File: config.mk
export PLATFORM = sky130hd
export DESIGN_NAME = dino_sprite_scan
export DESIGN_NICKNAME = d
export VERILOG_FILES = /design/src/rtl/dino_pkg.sv /design/src/rtl/dino_sprite_bbox.sv /design/src/rtl/dino_sprite_scan.sv
export SDC_FILE = /design/constraint.sdc
export NUM_CORES = 1
export LEC_CHECK = 0
export CORE_UTILIZATION = 50
export CTS_BUF_LIST = sky130_fd_sc_hd__clkbuf_8
export CTS_CLUSTER_DIAMETER = 120
export DETAILED_ROUTE_END_ITERATION = 8
export MAX_ROUTING_LAYER = met4
export PLACE_DENSITY_LB_ADDON = 0.15
export SYNTH_ARGS = -nofsm -noshare
export SYNTH_HDL_FRONTEND = slang
export SYNTH_SLANG_ARGS = --single-unit
File: constraint.sdc
create_clock -name clk -period 2.5 [get_ports clk]
set_clock_uncertainty 0.05 [all_clocks]
set_input_delay 0.375 -clock clk [delete_from_list [all_inputs] [get_ports clk]]
set_output_delay 0.375 -clock clk [all_outputs]
set_load 0.05 [all_outputs]
File: src/rtl/dino_pkg.sv
// Shared constants for the dino sprite path: sprite geometry, ROM index packing
// and statistics widths.
package dino_pkg;

    localparam int unsigned SPRITE_W       = 8;
    localparam int unsigned SPRITE_H       = 8;
    localparam int unsigned SPRITE_IDX_W   = 6;
    localparam int unsigned TEXEL_W        = 3;
    localparam int unsigned SCREEN_COORD_W = 10;

    localparam int unsigned           LIT_CNT_W   = 12;
    localparam logic [LIT_CNT_W-1:0] LIT_CNT_MAX = '1;

    // ROM index is row-major: {row, col}.
    function automatic logic [SPRITE_IDX_W-1:0] pack_idx(input logic [TEXEL_W-1:0] row,
                                                         input logic [TEXEL_W-1:0] col);
        return {row, col};
    endfunction

endpackage

File: src/rtl/dino_sprite_bbox.sv
// Combinational sprite box test: pixel offset from the sprite origin, in-box flag and ROM index.
// Horizontal mirroring is built only when DINO_SPRITE_FLIP_EN is defined.
module dino_sprite_bbox
    import dino_pkg::*;
#(
    parameter int unsigned SCALE_LOG2 = 2,
    parameter int unsigned COORD_W    = SCREEN_COORD_W
) (
    input  logic [COORD_W-1:0]      pix_x,
    input  logic [COORD_W-1:0]      pix_y,
    input  logic [COORD_W-1:0]      org_x,
    input  logic [COORD_W-1:0]      org_y,
    input  logic                    flip,
    output logic                    in_box,
    output logic [SPRITE_IDX_W-1:0] idx
);

    localparam logic [COORD_W:0] BOX_W = (COORD_W+1)'(SPRITE_W << SCALE_LOG2);
    localparam logic [COORD_W:0] BOX_H = (COORD_W+1)'(SPRITE_H << SCALE_LOG2);

    logic [COORD_W:0]  dx, dy;
    logic              in_x, in_y;
    logic [TEXEL_W-1:0] col_raw, col, row;

    // One extra bit so a pixel left of / above the origin shows up as negative.
    assign dx = {1'b0, pix_x} - {1'b0, org_x};
    assign dy = {1'b0, pix_y} - {1'b0, org_y};

    assign in_x   = !dx[COORD_W] && (dx < BOX_W);
    assign in_y   = !dy[COORD_W] && (dy < BOX_H);
    assign in_box = in_x && in_y;

    assign col_raw = dx[SCALE_LOG2 +: TEXEL_W];
    assign row     = dy[SCALE_LOG2 +: TEXEL_W];

`ifdef DINO_SPRITE_FLIP_EN
    assign col = flip ? ~col_raw : col_raw;
`else
    logic unused_flip;
    assign unused_flip = flip;
    assign col         = col_raw;
`endif

    assign idx = in_box ? pack_idx(row, col) : '0;

endmodule

File: src/rtl/dino_sprite_scan.sv
// Pixel-side sprite scan: shadowed sprite position, two-stage ROM lookup pipeline and per-frame
// lit statistics. Define DINO_SPRITE_FLIP_EN to honour i_flip as a horizontal mirror.
module dino_sprite_scan
    import dino_pkg::*;
#(
    parameter int unsigned SCALE_LOG2 = 2,
    parameter int unsigned COORD_W    = SCREEN_COORD_W
) (
    input  logic                    clk,
    input  logic                    rst,
    input  logic [COORD_W-1:0]      i_pix_x,
    input  logic [COORD_W-1:0]      i_pix_y,
    input  logic                    i_pix_valid,
    input  logic                    i_frame_start,
    input  logic [COORD_W-1:0]      i_sprite_x,
    input  logic [COORD_W-1:0]      i_sprite_y,
    input  logic                    i_flip,
    output logic [SPRITE_IDX_W-1:0] o_rom_counter,
    input  logic                    i_sprite_color,
    output logic                    o_pixel_valid,
    output logic                    o_pixel_on,
    output logic                    o_frame_lit,
    output logic [LIT_CNT_W-1:0]    o_lit_count
);

    logic [COORD_W-1:0]      shadow_x_q, shadow_y_q;
    logic                    flip_eff;
    logic                    bbox_in_box;
    logic [SPRITE_IDX_W-1:0] bbox_idx;

    logic [SPRITE_IDX_W-1:0] rom_counter_q;
    logic                    in_box_q, valid_q;
    logic                    pixel_valid_q, pixel_on_q;
    logic                    lit_now;
    logic [LIT_CNT_W-1:0]    run_q, run_d;
    logic [LIT_CNT_W-1:0]    lit_count_q;
    logic                    frame_lit_q;

`ifdef DINO_SPRITE_FLIP_EN
    logic flip_q;

    always_ff @(posedge clk) begin
        if (rst) begin
            flip_q <= 1'b0;
        end else if (i_frame_start) begin
            flip_q <= i_flip;
        end
    end

    assign flip_eff = flip_q;
`else
    logic unused_flip;
    assign unused_flip = i_flip;
    assign flip_eff    = 1'b0;
`endif

    dino_sprite_bbox #(
        .SCALE_LOG2 (SCALE_LOG2),
        .COORD_W    (COORD_W)
    ) u_bbox (
        .pix_x  (i_pix_x),
        .pix_y  (i_pix_y),
        .org_x  (shadow_x_q),
        .org_y  (shadow_y_q),
        .flip   (flip_eff),
        .in_box (bbox_in_box),
        .idx    (bbox_idx)
    );

    // A lit pixel landing on the frame-start cycle opens the new frame's count.
    always_comb begin
        lit_now = valid_q & in_box_q & i_sprite_color;
        run_d   = run_q;
        if (i_frame_start) begin
            run_d = LIT_CNT_W'(lit_now);
        end else if (lit_now && (run_q != LIT_CNT_MAX)) begin
            run_d = run_q + 1'b1;
        end
    end

    always_ff @(posedge clk) begin
        if (rst) begin
            shadow_x_q    <= '0;
            shadow_y_q    <= '0;
            rom_counter_q <= '0;
            in_box_q      <= 1'b0;
            valid_q       <= 1'b0;
            pixel_valid_q <= 1'b0;
            pixel_on_q    <= 1'b0;
            run_q         <= '0;
            lit_count_q   <= '0;
            frame_lit_q   <= 1'b0;
        end else begin
            if (i_frame_start) begin
                shadow_x_q  <= i_sprite_x;
                shadow_y_q  <= i_sprite_y;
                lit_count_q <= run_q;
                frame_lit_q <= (run_q != '0);
            end
            // Index holds through blanking so the ROM address does not toggle needlessly.
            if (i_pix_valid) begin
                rom_counter_q <= bbox_idx;
                in_box_q      <= bbox_in_box;
                valid_q       <= 1'b1;
            end else begin
                in_box_q <= 1'b0;
                valid_q  <= 1'b0;
            end
            pixel_valid_q <= valid_q;
            pixel_on_q    <= lit_now;
            run_q         <= run_d;
        end
    end

    assign o_rom_counter = rom_counter_q;
    assign o_pixel_valid = pixel_valid_q;
    assign o_pixel_on    = pixel_on_q;
    assign o_frame_lit   = frame_lit_q;
    assign o_lit_count   = lit_count_q;

endmodule

### After elaboration in Yosys (flattened, before gate mapping)

Index checks and enable logic that the tools add are counted.

* register bits after elaboration: 55
* bits in latches: 0
* memory bits (writable): 0
* bits in read-only memories: 0
* bits of input ports: 46
* logic and storage cells: 34
* memories: 0

* add/sub/neg operators: 3
* multiply operators: 0
* div/mod/pow operators: 0
* order comparisons: 2
* equal/unequal tests: 1
* shift-type cells: 0
* multiplexer cells: 4
* bitwise gates (word level): 3
* reduce and logical (&&, ||, !) cells: 10

Operators by type and width (count)
* < comparator 11 x 6 -> 1 bit, second input constant: 2
* subtractor 10 x 10 -> 11 bit: 2
* adder 12 x 1 -> 12 bit, second input constant: 1
* inequality test 12 bit, second input constant: 1
* nonzero test 12 bit: 1
* 2-to-1 mux 6 bit: 1
* logical AND 1 bit: 4
* OR reduction 2 bit: 2
* 2-to-1 mux 1 bit: 3
* bitwise AND 1 bit: 2
* logical NOT 1 bit: 2
* nonzero test 2 bit: 1
* inverter 1 bit: 1

### Logic depth before layout (Yosys ltp)

* depth after elaboration: 5
* mapped depth: 10

### Hierarchy

Synthesis repeated with hierarchy kept, for this count alone.

* cells, all modules: 364
* area, all modules: 3198.1 um^2

By module, submodules not included
* dino_sprite_scan: instances 1, cells an instance 220, area each 2155.8 um^2, seq. area each 1101.1 um^2
* dino_sprite_bbox: instances 1, cells an instance 144, area each 1042.2 um^2, seq. area each 0.0 um^2

### Worst setup path before layout

No wires, ideal clock.

* path type: input to register
* from: input port i_pix_y[2]
* to: register in_box_q
* setup time: 0.117 ns
* data arrival time: 2.028 ns
* path slack: 0.305 ns
* stages: 7
* cells stage by stage: ha_1 a21o_1 a31oi_2 o221ai_2 and4_1 or3_4 and4b_1

* cells in the longest elaborated chain, start to end: 4
* elaborated cells on any way between the ends: 5

Ends and longest elaborated chain
* start, declared: RTL line dino_sprite_scan.sv:12 `input logic [COORD_W-1:0] i_pix_y,`
* subtractor 10 x 10 -> 11 bit *: RTL line dino_sprite_bbox.sv:27 `assign dy = {1'b0, pix_y} - {1'b0, org_y};`
* < comparator 11 x 6 -> 1 bit / logical NOT 1 bit (equally long branches): RTL line dino_sprite_bbox.sv:30 `assign in_y = !dy[COORD_W] && (dy < BOX_H);`
* logical AND 1 bit *: RTL line dino_sprite_bbox.sv:30
* logical AND 1 bit *: RTL line dino_sprite_bbox.sv:31 `assign in_box = in_x && in_y;`
* end signal, assigned: RTL line dino_sprite_scan.sv:103 `in_box_q <= bbox_in_box;`
* end, declared: RTL line dino_sprite_scan.sv:32 `logic in_box_q, valid_q;`

Every way passes the cells marked *; elsewhere a longest branch is shown, timed or not.
A chain may end at the register's enable or synchronous reset.

### Final worst setup path

* from: input port i_pix_x[9]
* to: register in_box_q

* cells in the longest elaborated chain, start to end: 4
* elaborated cells on any way between the ends: 5

Ends and longest elaborated chain
* start, declared: RTL line dino_sprite_scan.sv:11 `input logic [COORD_W-1:0] i_pix_x,`
* subtractor 10 x 10 -> 11 bit *: RTL line dino_sprite_bbox.sv:26 `assign dx = {1'b0, pix_x} - {1'b0, org_x};`
* < comparator 11 x 6 -> 1 bit / logical NOT 1 bit (equally long branches): RTL line dino_sprite_bbox.sv:29 `assign in_x = !dx[COORD_W] && (dx < BOX_W);`
* logical AND 1 bit *: RTL line dino_sprite_bbox.sv:29
* logical AND 1 bit *: RTL line dino_sprite_bbox.sv:31

Marks and branches as above.

==> key figures <==
Status
  • Status: completed

Synth
  • Net Count, Synth: 402
  • Post-synthesis sequential element count: 55
  • Most frequently used flop master after synthesis: sky130_fd_sc_hd__dfxtp_1
  • Register area share after synthesis: 0.3670
  • Syn Std Cell Area: 0.003000 mm²
  • Cells after Synth: ~340
  • Number of enable-type register cells in the synthesized netlist: 0
  • Post-synthesis area per instance: around 8.9 µm²
  • Post-synth ARST share: 0
  • YS warnings: 0
  • Number of distinct library cells after synthesis: 52

Setup path
  • Data required time at the worst endpoint: 2700 ps
  • Arrival time of the worst setup path: 2600 ps
  • Start-to-end type of the worst setup path: in2reg
  • Critical path destination: in_box_q
  • Reg-to-reg endpoint: o_rom_counter[1]
  • Crit start category: input port
  • Setup slack, reg-to-reg: 240 ps
  • Critical register-to-register path startpoint: shadow_x_q[5]
  • R2R cell count: 10
  • Origin of the worst setup path: i_pix_x[9]
  • Endpoint kind of the worst setup timing path: flop
  • Maximum fanout encountered on the critical timing path: 4

Route
  • Number of routed nets with antenna violations: 0
  • Remaining routing DRC violations: 0
  • Final Routed Wirelength: a little under 7 mm
  • Detailed-route wire length per cell: between 10 and 15 µm
  • Pre-antenna DRT Iters: 4
  • Number of vias after detailed routing: between 2000 and 3000
  • Post-detailed-route via-to-cell ratio: approximately 5.3
  • Detailed Route Iter0 Violations: around 120

Die
  • Number of standard-cell rows in the floorplan: 27
  • Die width: 79.47 µm
  • Die boundary height: 79.47 µm
  • I/O pin count: 67
  • Initial standard-cell utilization of the core: 0.5318
  • Die footprint: approximately 0.0063 mm²
  • Area of the core region: 0.005642 mm²

Final layout
  • Final layout net count: 489
  • Most frequent standard cell in the layout excluding fill and tap cells: sky130_fd_sc_hd__clkdlybuf4s50_1
  • Highest-count cells in the layout ignoring fill and taps: 64 x sky130_fd_sc_hd__clkdlybuf4s50_1, 55 x sky130_fd_sc_hd__nor2_1, 55 x sky130_fd_sc_hd__dfxtp_1
  • Fill cell total of the finished layout: 461
  • Layout cell share with drive strength beyond 1: 0.1226
  • Ant diodes: 0
  • Layout Utilization: 0.7057
  • Area overhead of the layout relative to synthesis: 32.69%

Pwr
  • Internal power consumption: 0.001342 W
  • Portion of total power attributed to combinational logic: 0.252
  • Sequential cell fraction of total power: 0.486
  • Peak supply drop: 0.3373 mV
  • Clock network fraction of design power: 0.262
  • Net switching power figure: between 0.0005 and 0.0006 W
  • Share of total power consumed by net switching: 0.2839
  • Reported leakage power: 1.656 nW
  • Total power density per cell area: 470.6 mW/mm²

STA
  • Worst slew slack as a fraction of its limit: 0.5018
  • RSZ-0062 raised after global routing: no
  • Minimum period implied by the final worst setup slack: 2392 ps
  • Measured slew at the worst slew-check pin: 747.3 ps
  • Final critical-path setup slack: 107.7 ps
  • Final number of setup-violating endpoints: 0
  • Final-report hold violation count: 0
  • Maximum frequency from static timing analysis: 418.0 MHz
  • Period utilization: 0.9569
  • Number of pins with negative max-slew slack in the final report: 0
  • Final sum of negative setup slack: 0 ps

Placement
  • DP Wirelength: 5.181 mm
  • Gp weighted congestion: 0.8403
  • Worst setup timing slack at the placement stage: -211.8 ps
  • Count of input and output buffers: 65

Clock tree
  • Setup bufs post-CTS: 0
  • Clock tree from TritonCTS: done
  • Clock insertion delay at the later pin of the skew report: 310 ps
  • Clock tree buffer depth: 2
  • Number of CTS-inserted buffers: 5
  • Clock H-tree levels: 2
  • CTS sink cnt: 55
  • Clock Root Buffer: sky130_fd_sc_hd__clkbuf_8
  • Clock-pin slew reported for the worst setup and hold paths after clock tree synthesis: 100 ps

Job
  • Maxcap violations: 0

Hold path
  • Tightest Hold Check Type: reg2reg

GRT
  • Total GRT Usage: 0.2404
  • Largest net degree at the start of global routing: 39
  • Leftover overflow at the end of global routing: 0
  • Number of global-route vias before repair: 2636
  • Wire length of the first global-routing pass: 11.53 mm
  • Initial antenna violation count: 0
-- critical path, stage by stage --
cell and delay, ps:
sky130_fd_sc_hd__clkdlybuf4s50_1 450, sky130_fd_sc_hd__ha_1 350, sky130_fd_sc_hd__nor2b_1 160, sky130_fd_sc_hd__nor2b_1 150, sky130_fd_sc_hd__a22oi_1 190, sky130_fd_sc_hd__nand4_1 190
sky130_fd_sc_hd__or2_0 260, sky130_fd_sc_hd__a211o_1 220, sky130_fd_sc_hd__and4b_1 240
-- repair_timing --
| item | in CTS | in global routing |
|---|---|---|
| resized for setup | 0 | 2 |
| hold buffers | 0 | 0 |
| setup endpoints to repair | 0 | 4 |
-- flip-flops by register name, summed over array words and instances, names as in the netlist --
signal / flops
run_q: 12
o_pixel_valid: 1
o_frame_lit: 1
o_pixel_on: 1
in_box_q: 1
shadow_y_q: 10
o_lit_count: 12
valid_q: 1
o_rom_counter: 6
shadow_x_q: 10
-- synthesized netlist by cell type (4+ instances only) --
cell type / instances / area (µm²)
sky130_fd_sc_hd__nor2b_1: 5 / 31.28
sky130_fd_sc_hd__ha_1: 20 / 250.2
sky130_fd_sc_hd__nand2_1: 14 / 52.55
sky130_fd_sc_hd__inv_1: 27 / 101.4
sky130_fd_sc_hd__a21o_1: 4 / 30.03
sky130_fd_sc_hd__xor2_1: 11 / 96.34
sky130_fd_sc_hd__o21ai_1: 7 / 35.03
sky130_fd_sc_hd__nand3_1: 11 / 55.05
sky130_fd_sc_hd__xnor2_1: 6 / 52.55
sky130_fd_sc_hd__nand4_1: 6 / 37.54
sky130_fd_sc_hd__o21ai_0: 10 / 50.05
sky130_fd_sc_hd__clkbuf_1: 8 / 30.03
sky130_fd_sc_hd__a21oi_1: 10 / 50.05
sky130_fd_sc_hd__dfxtp_1: 55 / 1101
sky130_fd_sc_hd__mux2i_1: 35 / 350.3
sky130_fd_sc_hd__nor2_1: 55 / 206.5
-- stage by stage --
step	cell area [µm²]	hold WS [ps]	total power, W	std cells
6_report	3981	405.4	0.001873	496
5_1_grt	3981	428.4	0.001970	496
4_1_cts	3970	409.6	0.001895	496
3_5_place_dp	3880	395.6	0.001395	488
3_3_place_gp	3880	385.8	0.001383	488
2_1_floorplan	3000	395.7	0.001211	336
-- power by group through the flow --
stage / Combinational (W) / Clock [W] / Sequential [W]
6_report: 0.000472 / 0.000491 / 0.000911
5_1_grt: 0.000521 / 0.000535 / 0.000914
4_1_cts: 0.000468 / 0.000515 / 0.000911
3_5_place_dp: 0.000464 / 0 / 0.000931
3_3_place_gp: 0.000453 / 0 / 0.000930
2_1_floorplan: 0.000276 / 0 / 0.000935
-- area by class of cell --
type / instances / area, µm² / share of cell area
clock buffer: 5 / 68.82 / 0.01728
timing repair buffer: 93 / 855.8 / 0.2150
multi-input combinational: 241 / 1743 / 0.4378
sequential: 55 / 1101 / 0.2766
inverter: 27 / 101.3 / 0.02546
tap: 72 / 90.09 / 0.02263
clock inverter: 3 / 21.27 / 0.005343
-- cells by family (layout without fill, tap and decap cells) --
group | after synthesis | after routing | share of synthesized area
muxes | 35 | 35 | 0.1168
buffers and inverters | 40 | 128 | 0.05588
xor gates and xnor gates | 17 | 17 | 0.04962
and+or+nand+nor | 117 | 117 | 0.1981
AOI/OAI and AO/OA | 52 | 52 | 0.1293
adders and majority gates | 20 | 20 | 0.08340
DFF | 55 | 55 | 0.3670
-- worst min path at each step --
stage,slack [ps],endpoint,start,cells after the start
3_5_place_dp,400,o_rom_counter[2],o_rom_counter[2],2
5_1_grt,430,o_rom_counter[4],o_rom_counter[4],2
6_report,410,o_rom_counter[2],o_rom_counter[2],2
3_3_place_gp,390,o_rom_counter[2],o_rom_counter[2],2
4_1_cts,410,o_rom_counter[2],o_rom_counter[2],2
2_1_floorplan,400,valid_q,rst,1
-- layer usage --
layer,GRT usage,part of all wire
met4,0.09091,0.0073
met1,0.2883,0.45
met3,0.03314,0.042
met2,0.4077,0.50
met5,-,0
Power figures use the tool's default switching activity.
